[src/rtl/clock_ctrl_pkg.sv]
// ============================================================================
// clock_ctrl_pkg : state encodings and BCD digit limits for clock_ctrl
// Rev 1.0
// ============================================================================
`default_nettype none

package clock_ctrl_pkg;

  localparam logic [1:0] ST_RUN     = 2'd0;
  localparam logic [1:0] ST_SET_MIN = 2'd1;
  localparam logic [1:0] ST_SET_SEC = 2'd2;

  localparam int LIM_LO = 9;
  localparam int LIM_HI = 5;

  typedef enum logic [1:0] {
    S_RUN     = ST_RUN,
    S_SET_MIN = ST_SET_MIN,
    S_SET_SEC = ST_SET_SEC,
    S_UNUSED  = 2'd3
  } state_e;

endpackage

`default_nettype wire

[src/rtl/clock_ctrl_bcd_digit.sv]
// ============================================================================
// bcd_digit : single wrapping decimal digit with combinational carry-out
// Rev 1.0
// ============================================================================
`default_nettype none

module bcd_digit #(
  parameter int MAX = 9,
  parameter int W   = 4
) (
  input  logic         clk,
  input  logic         rst,
  input  logic         en,
  output logic [W-1:0] q,
  output logic         co
);

  logic [W-1:0] cnt_q;
  logic [W-1:0] cnt_d;

  always_comb begin
    cnt_d = cnt_q;
    if (en) begin
      cnt_d = (cnt_q == W'(MAX)) ? '0 : cnt_q + W'(1);
    end
  end

  always_ff @(posedge clk) begin
    if (rst) begin
      cnt_q <= '0;
    end else begin
      cnt_q <= cnt_d;
    end
  end

  assign q  = cnt_q;
  // Carry is unregistered so a whole MM:SS ripple settles in one cycle.
  assign co = en && (cnt_q == W'(MAX));

endmodule

`default_nettype wire

[src/rtl/clock_ctrl.sv]
// ============================================================================
// clock_ctrl : MM:SS time-of-day counter with one-second prescaler and set FSM
// Rev 1.0
// ============================================================================
`default_nettype none

module clock_ctrl
  import clock_ctrl_pkg::*;
#(
  parameter int TICK_DIV = 50000000
) (
  input  logic       clk,
  input  logic       rst,
  input  logic       run_en,
  input  logic       mode_btn,
  input  logic       inc_btn,
  output logic [3:0] sec_lo,
  output logic [2:0] sec_hi,
  output logic [3:0] min_lo,
  output logic [2:0] min_hi,
  output logic [1:0] mode,
  output logic       blink,
  output logic       hour_co
);

  localparam int            PW      = $clog2(TICK_DIV);
  localparam logic [PW-1:0] PRE_MAX = PW'(TICK_DIV - 1);
  localparam logic [PW-1:0] PRE_HALF = PW'(TICK_DIV / 2);

  state_e        state_q, state_d;
  logic [PW-1:0] pre_q, pre_d;
  logic          blink_q, blink_d;
  logic          hour_co_q, hour_co_d;
  logic          tick;
  logic [PW-1:0] pre_wrap;

  logic en_sl, en_sh, en_ml, en_mh;
  logic co_sl, co_sh, co_ml, co_mh;
  logic in_run, in_set_min, in_set_sec, inc_ok;

  assign in_run     = (state_q == S_RUN);
  assign in_set_min = (state_q == S_SET_MIN);
  assign in_set_sec = (state_q == S_SET_SEC);
  assign inc_ok     = inc_btn && !mode_btn;
  assign pre_wrap   = (pre_q == PRE_MAX) ? '0 : pre_q + PW'(1);
  assign tick       = in_run && run_en && (pre_q == PRE_MAX);

  // Set-mode increments enter at the field's low digit; the inter-field
  // carries are only honoured in RUN so adjusting never disturbs the other field.
  assign en_sl = tick || (in_set_sec && inc_ok);
  assign en_sh = co_sl;
  assign en_ml = (in_run && co_sh) || (in_set_min && inc_ok);
  assign en_mh = co_ml;

  always_comb begin
    state_d = state_q;
    pre_d   = pre_q;
    case (state_q)
      S_RUN: begin
        if (run_en) begin
          pre_d = pre_wrap;
        end
        if (mode_btn) begin
          state_d = S_SET_MIN;
          pre_d   = '0;
        end
      end
      S_SET_MIN: begin
        pre_d = pre_wrap;
        if (mode_btn) begin
          state_d = S_SET_SEC;
        end
      end
      S_SET_SEC: begin
        pre_d = pre_wrap;
        if (mode_btn) begin
          state_d = S_RUN;
          pre_d   = '0;
        end
      end
      default: begin
        state_d = S_RUN;
        pre_d   = '0;
      end
    endcase
    hour_co_d = in_run && co_mh;
    blink_d   = ((state_d == S_SET_MIN) || (state_d == S_SET_SEC)) && (pre_d < PRE_HALF);
  end

  always_ff @(posedge clk) begin
    if (rst) begin
      state_q   <= S_RUN;
      pre_q     <= '0;
      blink_q   <= 1'b0;
      hour_co_q <= 1'b0;
    end else begin
      state_q   <= state_d;
      pre_q     <= pre_d;
      blink_q   <= blink_d;
      hour_co_q <= hour_co_d;
    end
  end

  bcd_digit #(.MAX(LIM_LO), .W(4)) u_sec_lo (
    .clk(clk), .rst(rst), .en(en_sl), .q(sec_lo), .co(co_sl)
  );
  bcd_digit #(.MAX(LIM_HI), .W(3)) u_sec_hi (
    .clk(clk), .rst(rst), .en(en_sh), .q(sec_hi), .co(co_sh)
  );
  bcd_digit #(.MAX(LIM_LO), .W(4)) u_min_lo (
    .clk(clk), .rst(rst), .en(en_ml), .q(min_lo), .co(co_ml)
  );
  bcd_digit #(.MAX(LIM_HI), .W(3)) u_min_hi (
    .clk(clk), .rst(rst), .en(en_mh), .q(min_hi), .co(co_mh)
  );

  assign mode    = state_q;
  assign blink   = blink_q;
  assign hour_co = hour_co_q;

endmodule

`default_nettype wire
[config.mk]
export PLATFORM = sky130hd
export DESIGN_NAME = clock_ctrl
export DESIGN_NICKNAME = d
export VERILOG_FILES = /design/src/rtl/clock_ctrl_pkg.sv /design/src/rtl/clock_ctrl_bcd_digit.sv /design/src/rtl/clock_ctrl.sv
export SDC_FILE = /design/constraint.sdc
export NUM_CORES = 1
export LEC_CHECK = 0
export ABC_AREA = 1
export CAP_MARGIN = 20
export CORE_AREA = 3 3 72 74
export CTS_BUF_LIST = sky130_fd_sc_hd__clkbuf_16
export DETAILED_ROUTE_END_ITERATION = 8
export DIE_AREA = 0 0 75 77
export PLACE_DENSITY_LB_ADDON = 0.3
export RECOVER_POWER = 25
export SLEW_MARGIN = 20
export SYNTH_ARGS = -nofsm -noshare
export SYNTH_HDL_FRONTEND = slang
export SYNTH_HIERARCHICAL = 1
export SYNTH_SLANG_ARGS = --single-unit
[constraint.sdc]
create_clock -name clk -period 5.05 [get_ports clk]
set_clock_uncertainty 0.1 [all_clocks]
set_input_delay 0.7575 -clock clk [delete_from_list [all_inputs] [get_ports clk]]
set_output_delay 0.7575 -clock clk [all_outputs]
set_load 0.1 [all_outputs]
==> results.txt, run 1 <==
largest net degree at the start of global routing -> 34
share of the synthesized area in the top cell type -> 30.4%
largest area contributor in the netlist -> dfxtp_1
Ys Warns -> 6
Vias per Instance -> 5.45
slowest CP cell -> dlygate4sd3_1
syn_area_per_cell -> 6.13 um2
Root Buffer -> clkbuf_16
# clock sinks -> 44
initial antenna violation count -> 0
Top cell by count, worst path -> nor2_1
area grow syn2layout -> 14.5%
LEAKAGE -> 1.45 nW
GRT overflow -> 0
H-tree depth -> 2
worst setup margin -> 1.30 ns
Yosys reg bits -> 44
initial core utilization -> 62.1%
RSZ-0062 raised after global routing -> false
first-pass detailed-route iteration total -> 5
post-route ant nets -> 0
distinct cell type count after synthesis -> 33
CTS Hold Bufs -> 0
Sequential cell area -> 881 um2
Power Dens Cells -> 259 nW/um2
largest stage delay on the critical path -> 0.58 ns
WL per Instance -> 13.0 um
R2R cell count -> 18
first-pass GRT wire length -> 12600 um
Post-Syn Nets -> 478
Vert. Die Dim -> 77 um
crit path cell chain -> dlygate4sd3_1 > inv_1 > nand2_1 > o32ai_1 > nand3_1 > nor2_1 > nand3_1 > nor2_1 > nand2_1 > o21ai_0 > nand3_1 > nor2_1 > nand3_1 > nor2_1 > nand2_1 > nor2_1
post-DP HPWL -> 5190 um
Gate Count Post-Synth -> 472
Final Util -> 71.1%
most common cell after layout, fill and taps aside -> nand2_1
Setup-failing EPs final -> 0
layout cells sized above 1 -> 9.70%
VDD IR max -> 0.000162 V
status -> complete, but fails checks
Worst Max-Slew Pin Slew -> 1.56 ns
Slew Viols, Final -> 34
Core Region -> 4660 um2
Seq/Total Area, Yosys -> 30.4%
Worst Hold Class -> flip-flop to flip-flop
fmax -> 0.266 GHz
FF-to-FF setup slack -> 1.50 ns
I/O Buffers -> 22
failing checks -> capacitance limit, slew limit
dpl ws -> 1.17 ns
n_diodes -> 0
Worst setup SP type -> input pin
# Max-Cap Violations -> 1
Residual DRC -> 0
FP Rows -> 25
Final nets -> 501
worst hold endpoint -> pre_q[1]
Setup Fix Bufs, Post-CTS -> 0
CTS tree -> yes
Layout Cells excl Fill -> 549
synth top area cells -> dfxtp_1 30%, nand2_1 18%, nor2_1 9.2%, inv_1 8.8%, nand3_1 6.7%
Rel. slew slack -> -4.32%
worst-case clock buffer depth -> 2
most frequent cells in the layout -> 136 x nand2_1, 71 x nor2_1, 69 x inv_1
Synth Cell Area -> 2890 um2
GRT Util Overall -> 27.1%
Die Width -> 75 um
# IOs -> 23
Worst R2R Start -> pre_q[21]
crit-path max FO -> 4
post_cts resized -> 0
RD Place Congestion -> 0.975
Worst EP arrival -> 3.87 ns
CTS buffer count -> 5
vias after detailed routing -> 2991
setup_tns -> 0 ns
final WL -> 7130 um
Crit. End Element -> flip-flop
vias in the first global route -> 2850
area of the multi-input gates -> 1680 um2
clk_lat worst skew -> 0.29 ns
WS Path Type -> input pin to flip-flop
Crit Reg-Reg Endpoint -> hour_co
starting DRC count in detailed routing -> 287
min Tclk post-route -> 3.75 ns
launch point of the worst hold path -> pre_q[1]
Cells on Worst Hold Path -> 2
Final period util -> 74.3%
Clk pin slew, worst setup/hold paths -> 0.06 ns
DIE AREA -> 5780 um2
CP Data Required Time -> 5.17 ns
dpl cells -> 542
Fin. Hold Viols -> 0
fillers -> 378
==> how the worst max path moves through the flow <==
stage / cells after the start / startpoint / endpoint / slack, ns
after floorplan: 14 / mode[1] / hour_co / 1.57
after global placement: 16 / mode_btn / hour_co / 1.33
after detailed placement: 16 / mode_btn / hour_co / 1.17
after CTS: 16 / mode_btn / hour_co / 1.47
after global routing: 16 / mode_btn / hour_co / 0.90
final: 16 / mode_btn / hour_co / 1.30
==> cell families (layout without fill, tap and decap cells) <==
group / count (synthesis) / count (layout) / share of synthesized area, %
adder cells (fa/ha/maj): 1 / 1 / 0.432
AND/OR/NAND/NOR: 296 / 296 / 47.3
flip-flops: 44 / 44 / 30.4
AO/OA/AOI/OAI: 51 / 51 / 10.5
buffers and inverters: 80 / 103 / 11.3
==> cell usage after synthesis <==
cell and count:
clkbuf_8 1, a211oi_1 3, o21ai_2 2, o22ai_1 2, buf_6 2, o21ai_0 15, a21oi_2 3, nor3_2 3
ha_1 1, dfxtp_1 44, a21oi_1 20, inv_2 5, nand2_4 1, nand3_4 1, nor2_8 1, o211ai_1 3
or2_1 1, nor2_2 5, buf_1 1, nand3_2 5, o21a_1 1, nand2_1 136, o32ai_1 1, nor2_4 6
nand2_2 10, clkbuf_1 2, nor2_1 71, nand4_1 12, buf_2 1, inv_1 68, nor3_1 5, o21bai_2 1
nand3_1 39
==> where the power goes <==
group	switching, mW	internal (mW)	total [mW]
Combinational	0.0671	0.0198	0.0869
Sequential	0.00530	0.352	0.357
Clock	0.134	0.281	0.415
==> worst max-delay path: cells and delay by family <==
family | cells | cell delay (ns)
compound gates | 2 | 0.72
buf+inv | 2 | 0.71
simple gates | 12 | 1.71
==> state kept, by name (all words and copies together), names as in the netlist <==
| name | count |
|---|---|
| u_min_lo/q | 4 |
| u_sec_lo/q | 4 |
| pre_q | 26 |
| mode | 2 |
| u_sec_hi/q | 3 |
| hour_co | 1 |
| u_min_hi/q | 3 |
| blink | 1 |
==> area by class of cell <==
type                       count  area share, %
clock buffer                   5           3.78
clock inverter                 2           1.81
inverter                      73           8.27
multi-input combinational    348           50.8
sequential                    44           26.6
tap                           54           2.04
timing repair buffer          23           6.76
==> metrics by stage <==
step                power (mW)  hold WS (ns)  instance area [um2]
floorplan                0.432         0.361                 2890
global placement         0.450         0.375                 3140
detailed placement       0.452         0.383                 3140
CTS                      0.862         0.392                 3320
global route             0.884         0.409                 3310
finish                   0.859         0.389                 3310
==> metal layers <==
metal	wire (um)	vias up	global-route usage (%)
met2	3250	98	43.1
li1	-	1542	-
met5	0	-	0
met3	441	18	4.59
met1	3290	1333	36.5
met4	143	0	9.07
Power figures use the tool's default switching activity.
==> run 2, diff against run 1 <==
--- a/config.mk
+++ b/config.mk
@@ -7,10 +7,10 @@
 export LEC_CHECK = 0
 export ABC_AREA = 1
 export CAP_MARGIN = 20
-export CORE_AREA = 3 3 72 74
+export CORE_AREA = 3 3 75 77
 export CTS_BUF_LIST = sky130_fd_sc_hd__clkbuf_16
 export DETAILED_ROUTE_END_ITERATION = 8
-export DIE_AREA = 0 0 75 77
+export DIE_AREA = 0 0 78 80
 export PLACE_DENSITY_LB_ADDON = 0.3
 export RECOVER_POWER = 25
 export SLEW_MARGIN = 20
==> constraint.sdc (replaced) <==
create_clock -name clk -period 3.8 [get_ports clk]
set_clock_uncertainty 0.1 [all_clocks]
set_input_delay 0.57 -clock clk [delete_from_list [all_inputs] [get_ports clk]]
set_output_delay 0.57 -clock clk [all_outputs]
set_load 0.1 [all_outputs]
==> results.txt, run 2 (synthesis results as in run 1) <==
Slew Viols, Final -> 0 (was 34)
final WL -> 7090 um (was 7130 um)
routed metal-1 wirelength -> 3200 um (was 3290 um)
starting DRC count in detailed routing -> 256 (was 287)
Worst EP arrival -> 3.41 ns (was 3.87 ns)
# IOs -> 23 (unchanged)
fmax -> 0.304 GHz
Biggest register -> pre_q (unchanged)
post-DP HPWL -> 5270 um (was 5190 um)
Residual DRC -> 0 (unchanged)
CP Data Required Time -> 3.93 ns (was 5.17 ns)
vias after detailed routing -> 3014 (was 2991)
most frequent cells in the layout -> 136 x nand2_1, 70 x inv_1, 70 x nor2_1 (was 136 x nand2_1, 71 x nor2_1, 69 x inv_1)
# clock sinks -> 44 (unchanged)
Final nets -> 504 (was 501)
VDD IR max -> 0.000246 V (was 0.000162 V)
max FFs per register -> 26 (unchanged)
DIE AREA -> 6240 um2 (was 5780 um2)
most common cell after layout, fill and taps aside -> nand2_1 (unchanged)
largest net degree at the start of global routing -> 22 (was 34)
area grow syn2layout -> 14.7% (was 14.5%)
vias in the first global route -> 2888 (was 2850)
crit-path max FO -> 4 (unchanged)
# Max-Cap Violations -> 0 (was 1)
min Tclk post-route -> 3.29 ns
Vias per Instance -> 5.30 (was 5.45)
RD Place Congestion -> 0.883 (was 0.975)
GRT Util Overall -> 25.0% (was 27.1%)
area of the multi-input gates -> 1690 um2 (was 1680 um2)
layout cells sized above 1 -> 10.4% (was 9.70%)
I/O Buffers -> 22 (unchanged)
status -> completed (was complete, but fails checks)
Die Width -> 78 um (was 75 um)
worst-case clock buffer depth -> 2 (unchanged)
Worst Hold Class -> flip-flop to flip-flop (unchanged)
Sequential cell area -> 881 um2 (unchanged)
Final period util -> 86.5%
CTS buffer count -> 5 (unchanged)
Worst Max-Slew Pin Slew -> 0.974 ns (was 1.56 ns)
Final Util -> 65.4% (was 71.1%)
Crit. End Element -> flip-flop (unchanged)
RSZ-0062 raised after global routing -> false (unchanged)
WS Path Type -> flip-flop to flip-flop (was input pin to flip-flop)
initial antenna violation count -> 0 (unchanged)
Worst R2R Start -> pre_q[22] (was pre_q[21])
setup_tns -> 0 ns (unchanged)
Power Dens Cells -> 307 nW/um2 (was 259 nW/um2)
WL per Instance -> 12.5 um (was 13.0 um)
Root Buffer -> clkbuf_16 (unchanged)
launch point of the worst hold path -> pre_q[1] (unchanged)
LEAKAGE -> 1.44 nW (was 1.45 nW)
Setup-failing EPs final -> 0 (unchanged)
Worst setup SP type -> flip-flop (was input pin)
GRT overflow -> 0 (unchanged)
clk_lat worst skew -> 0.29 ns (about the same)
post-route ant nets -> 0 (unchanged)
Vert. Die Dim -> 80 um (was 77 um)
top routing layer in use -> met4 (unchanged)
H-tree depth -> 2 (unchanged)
first-pass detailed-route iteration total -> 5 (unchanged)
initial core utilization -> 57.0% (was 62.1%)
Critical path origin -> pre_q[22] (was mode_btn)
fillers -> 485 (was 378)
Fin. Hold Viols -> 0 (unchanged)
WL met2 -> 3370 um (was 3250 um)
CTS tree -> yes (unchanged)
Rel. slew slack -> 34.8% (was -4.32%)
routed wl met3 -> 389 um (was 441 um)
FP Rows -> 26 (was 25)
Final Power -> 1.02 mW (was 859 uW)
Clk pin slew, worst setup/hold paths -> 0.06 ns (about the same)
n_diodes -> 0 (unchanged)
first-pass GRT wire length -> 12600 um (about the same)
Core Region -> 5070 um2 (was 4660 um2)
[run 2: worst paths after layout]
| path | endpoint | slack (ns) | cells past startpoint |
|---|---|---|---|
| setup reg to reg | hour_co | 0.51 | 19 |
| setup / recovery | hour_co | 0.51 | 19 |
| hold / removal | pre_q[1] | 0.40 | 2 |
| hold reg to reg | pre_q[1] | 0.40 | 2 |
[run 2: report_power, final]
part           total, mW  internal, mW  switching [mW]  leakage, nW
logic              0.116        0.0265          0.0899         1.01
clock network      0.427         0.242           0.185       0.0712
registers          0.475         0.468         0.00684        0.355
total               1.02         0.737           0.282         1.44
[run 2: final cells by class]
cell class                      instances  share of cell area, %
Timing Repair Buffer                   26                   7.32
Clock buffer                            5                   3.77
Inverter                               73                   8.26
Multi-Input combinational cell        348                   50.9
Sequential cell                        44                   26.5
Clock inverter                          3                  0.603
Tap cell                               70                   2.64
[run 2: worst max-delay path, stage by stage, from the launching register on]
cell     delay [ns]
dfxtp_1        0.36
nand2_1        0.09
nor2_1         0.23
nand2_1        0.13
nor2_1         0.19
nand2_1        0.20
o32ai_1        0.16
buf_4          0.18
nand3_1        0.13
nor2_2         0.18
nand3_1        0.12
nor2_1         0.11
nand2_1        0.06
o21ai_0        0.19
nand3_1        0.23
nor2_2         0.20
nand3_1        0.12
nor2_1         0.10
nand2_1        0.06
nor2_1         0.09
[run 2: metal layers]
layer	vias to the layer above	track usage (%)
li1	1541	-
met5	-	0
met2	97	43.9
met1	1366	30.7
met4	0	8.04
met3	10	4.74
[run 2: what timing repair did]
action                                  4_1_cts  5_1_grt
resized for setup                             0        2
endpoints found under the setup margin        0        3
hold buffers                                  0        0
buffers inserted                              0        1
[run 2: stage by stage]
step | setup slack [ns] | hold slack, ns | std cells | cell area, um2
global placement | 0.473 | 0.378 | 560 | 3170
CTS | 0.432 | 0.399 | 568 | 3320
detailed placement | 0.317 | 0.390 | 560 | 3170
floorplan | 0.325 | 0.361 | 472 | 2890
finish | 0.513 | 0.395 | 569 | 3320
global route | 0.0521 | 0.436 | 569 | 3320
==> run 3, diff against run 2 <==
--- a/config.mk
+++ b/config.mk
@@ -7,13 +7,13 @@
 export LEC_CHECK = 0
 export ABC_AREA = 1
 export CAP_MARGIN = 20
-export CORE_AREA = 3 3 75 77
+export CORE_AREA = 3 3 89 66
 export CTS_BUF_LIST = sky130_fd_sc_hd__clkbuf_16
 export DETAILED_ROUTE_END_ITERATION = 8
-export DIE_AREA = 0 0 78 80
+export DIE_AREA = 0 0 92 69
 export PLACE_DENSITY_LB_ADDON = 0.3
 export RECOVER_POWER = 25
-export SLEW_MARGIN = 20
+export SLEW_MARGIN = 5
 export SYNTH_ARGS = -nofsm -noshare
 export SYNTH_HDL_FRONTEND = slang
 export SYNTH_HIERARCHICAL = 1
==> results.txt, run 3 (synthesis results as in run 1) <==
initial core utilization -> 56.5% (was 57.0%)
Rel. slew slack -> 34.4% (was 34.8%)
Setup Fix Bufs, Post-CTS -> 0 (unchanged)
post_cts resized -> 0 (unchanged)
launch point of the worst hold path -> pre_q[1] (unchanged)
status -> completed (unchanged)
worst hold endpoint -> pre_q[1] (unchanged)
fillers -> 486 (was 485)
# clock sinks -> 44 (unchanged)
CTS Hold Bufs -> 0 (unchanged)
LEAKAGE -> 1.45 nW (was 1.44 nW)
R2R cell count -> 20 (was 19)
area grow syn2layout -> 15.5% (was 14.7%)
CP Data Required Time -> 3.93 ns (about the same)
max FFs per register -> 26 (unchanged)
Worst Hold Class -> flip-flop to flip-flop (unchanged)
WS Path Type -> flip-flop to flip-flop (unchanged)
Cells on Worst Hold Path -> 2 (unchanged)
Power Dens Cells -> 329 nW/um2 (was 307 nW/um2)
Worst setup SP type -> flip-flop (unchanged)
post-DP HPWL -> 5340 um (was 5270 um)
Worst Max-Slew Pin Slew -> 0.981 ns (was 0.974 ns)
Crit Reg-Reg Endpoint -> hour_co (unchanged)
Crit. End Element -> flip-flop (unchanged)
RSZ-0062 raised after global routing -> false (unchanged)
final WL -> 7210 um (was 7090 um)
# Max-Cap Violations -> 0 (unchanged)
fmax -> 0.301 GHz (was 0.304 GHz)
starting DRC count in detailed routing -> 221 (was 256)
min Tclk post-route -> 3.33 ns (was 3.29 ns)
Worst R2R Start -> pre_q[0] (was pre_q[22])
worst-case clock buffer depth -> 2 (unchanged)
Die Width -> 92 um (was 78 um)
clk_lat worst skew -> 0.29 ns (about the same)
Setup-failing EPs final -> 0 (unchanged)
vias in the first global route -> 2672 (was 2888)
most common cell after layout, fill and taps aside -> nand2_1 (unchanged)
layout cells sized above 1 -> 10.4% (unchanged)
largest net degree at the start of global routing -> 19 (was 22)
setup_tns -> 0 ns (unchanged)
Fin. Hold Viols -> 0 (unchanged)
Final nets -> 504 (unchanged)
Root Buffer -> clkbuf_16 (unchanged)
Residual DRC -> 0 (unchanged)
Biggest register -> pre_q (unchanged)
GRT overflow -> 0 (unchanged)
Vias per Instance -> 5.27 (was 5.30)
Final Util -> 65.2% (was 65.4%)
FP Rows -> 22 (was 26)
Vert. Die Dim -> 69 um (was 80 um)
first-pass GRT wire length -> 12300 um (was 12600 um)
RD Place Congestion -> 0.925 (was 0.883)
Clk pin slew, worst setup/hold paths -> 0.07 ns (was 0.06 ns)
initial antenna violation count -> 0 (unchanged)
CTS tree -> yes (unchanged)
Critical path origin -> pre_q[0] (was pre_q[22])
Worst EP arrival -> 3.45 ns (was 3.41 ns)
CTS buffer count -> 5 (unchanged)
most frequent cells in the layout -> 136 x nand2_1, 71 x nor2_1, 69 x inv_1 (was 136 x nand2_1, 70 x inv_1, 70 x nor2_1)
Core Region -> 5120 um2 (was 5070 um2)
post-route ant nets -> 0 (unchanged)
Slew Viols, Final -> 0 (unchanged)
crit-path max FO -> 4 (unchanged)
# IOs -> 23 (unchanged)
WL per Instance -> 12.6 um (was 12.5 um)
DIE AREA -> 6350 um2 (was 6240 um2)
n_diodes -> 0 (unchanged)
first-pass detailed-route iteration total -> 5 (unchanged)
vias after detailed routing -> 3010 (was 3014)
Final period util -> 87.5% (was 86.5%)
I/O Buffers -> 22 (unchanged)
VDD IR max -> 0.000188 V (was 0.000246 V)
GRT Util Overall -> 23.6% (was 25.0%)
H-tree depth -> 2 (unchanged)
FF-to-FF setup slack -> 0.47 ns (was 0.51 ns)
run 3: cell count changes in the layout (fill, tap and decap cells not counted), sizes merged:
cell,before,now
clkinvlp,1,0
bufinv,0,1
clkinv,1,2
inv,74,73
run 3: worst max-delay path by stage:
stage          endpoint  depth (start not counted)
4_1_cts         hour_co                         20
2_1_floorplan   hour_co                         14
5_1_grt         hour_co                         20
6_report        hour_co                         20
3_5_place_dp    hour_co                         17
3_3_place_gp    hour_co                         17
run 3: worst max-delay path: stages, from the launching register on:
cell,delay [ns]
dfxtp_1,0.37
ha_1,0.22
nand2_1,0.12
inv_1,0.09
nand2_2,0.07
nor2_4,0.13
nand2_1,0.17
o32ai_1,0.19
buf_4,0.19
nand3_1,0.11
nor2_1,0.22
nand3_1,0.14
nor2_1,0.11
nand2_1,0.06
o21ai_0,0.20
nand3_1,0.22
nor2_2,0.20
nand3_1,0.12
nor2_1,0.09
nand2_1,0.05
nor2_1,0.09
run 3: layout make-up:
class | instances | area, um2 | share of cell area (%)
repair buffers | 26 | 243 | 7.27
clock buffers | 5 | 125 | 3.75
flip-flops and latches | 44 | 881 | 26.4
clock inverters | 3 | 47.5 | 1.42
inverters | 73 | 274 | 8.20
well taps | 72 | 90.1 | 2.70
multi-input cells | 348 | 1680 | 50.3
run 3: per-stage QoR:
stage / area (um2) / hold WS [ns] / setup slack [ns] / total power [mW] / instances
2_1_floorplan: 2890 / 0.361 / 0.325 / 0.574 / 472
3_3_place_gp: 3180 / 0.376 / 0.459 / 0.602 / 563
3_5_place_dp: 3180 / 0.381 / 0.326 / 0.601 / 563
4_1_cts: 3350 / 0.392 / 0.432 / 1.11 / 571
5_1_grt: 3340 / 0.418 / 0.125 / 1.14 / 571
6_report: 3340 / 0.390 / 0.474 / 1.10 / 571
run 3: report_power, final:
part | internal (mW) | switching, mW | total [mW] | leakage [nW]
clock network | 0.313 | 0.196 | 0.509 | 0.0840
registers | 0.468 | 0.00714 | 0.475 | 0.355
logic | 0.0266 | 0.0894 | 0.116 | 1.01
run 3: layer usage:
layer | track usage, % | vias up | part of all wire (%)
li1 | - | 1553 | -
met1 | 34.7 | 1321 | 49
met2 | 35.7 | 129 | 42
met3 | 4.58 | 7 | 7.9
met5 | 0 | - | 0
met4 | 5.44 | 0 | 0.74
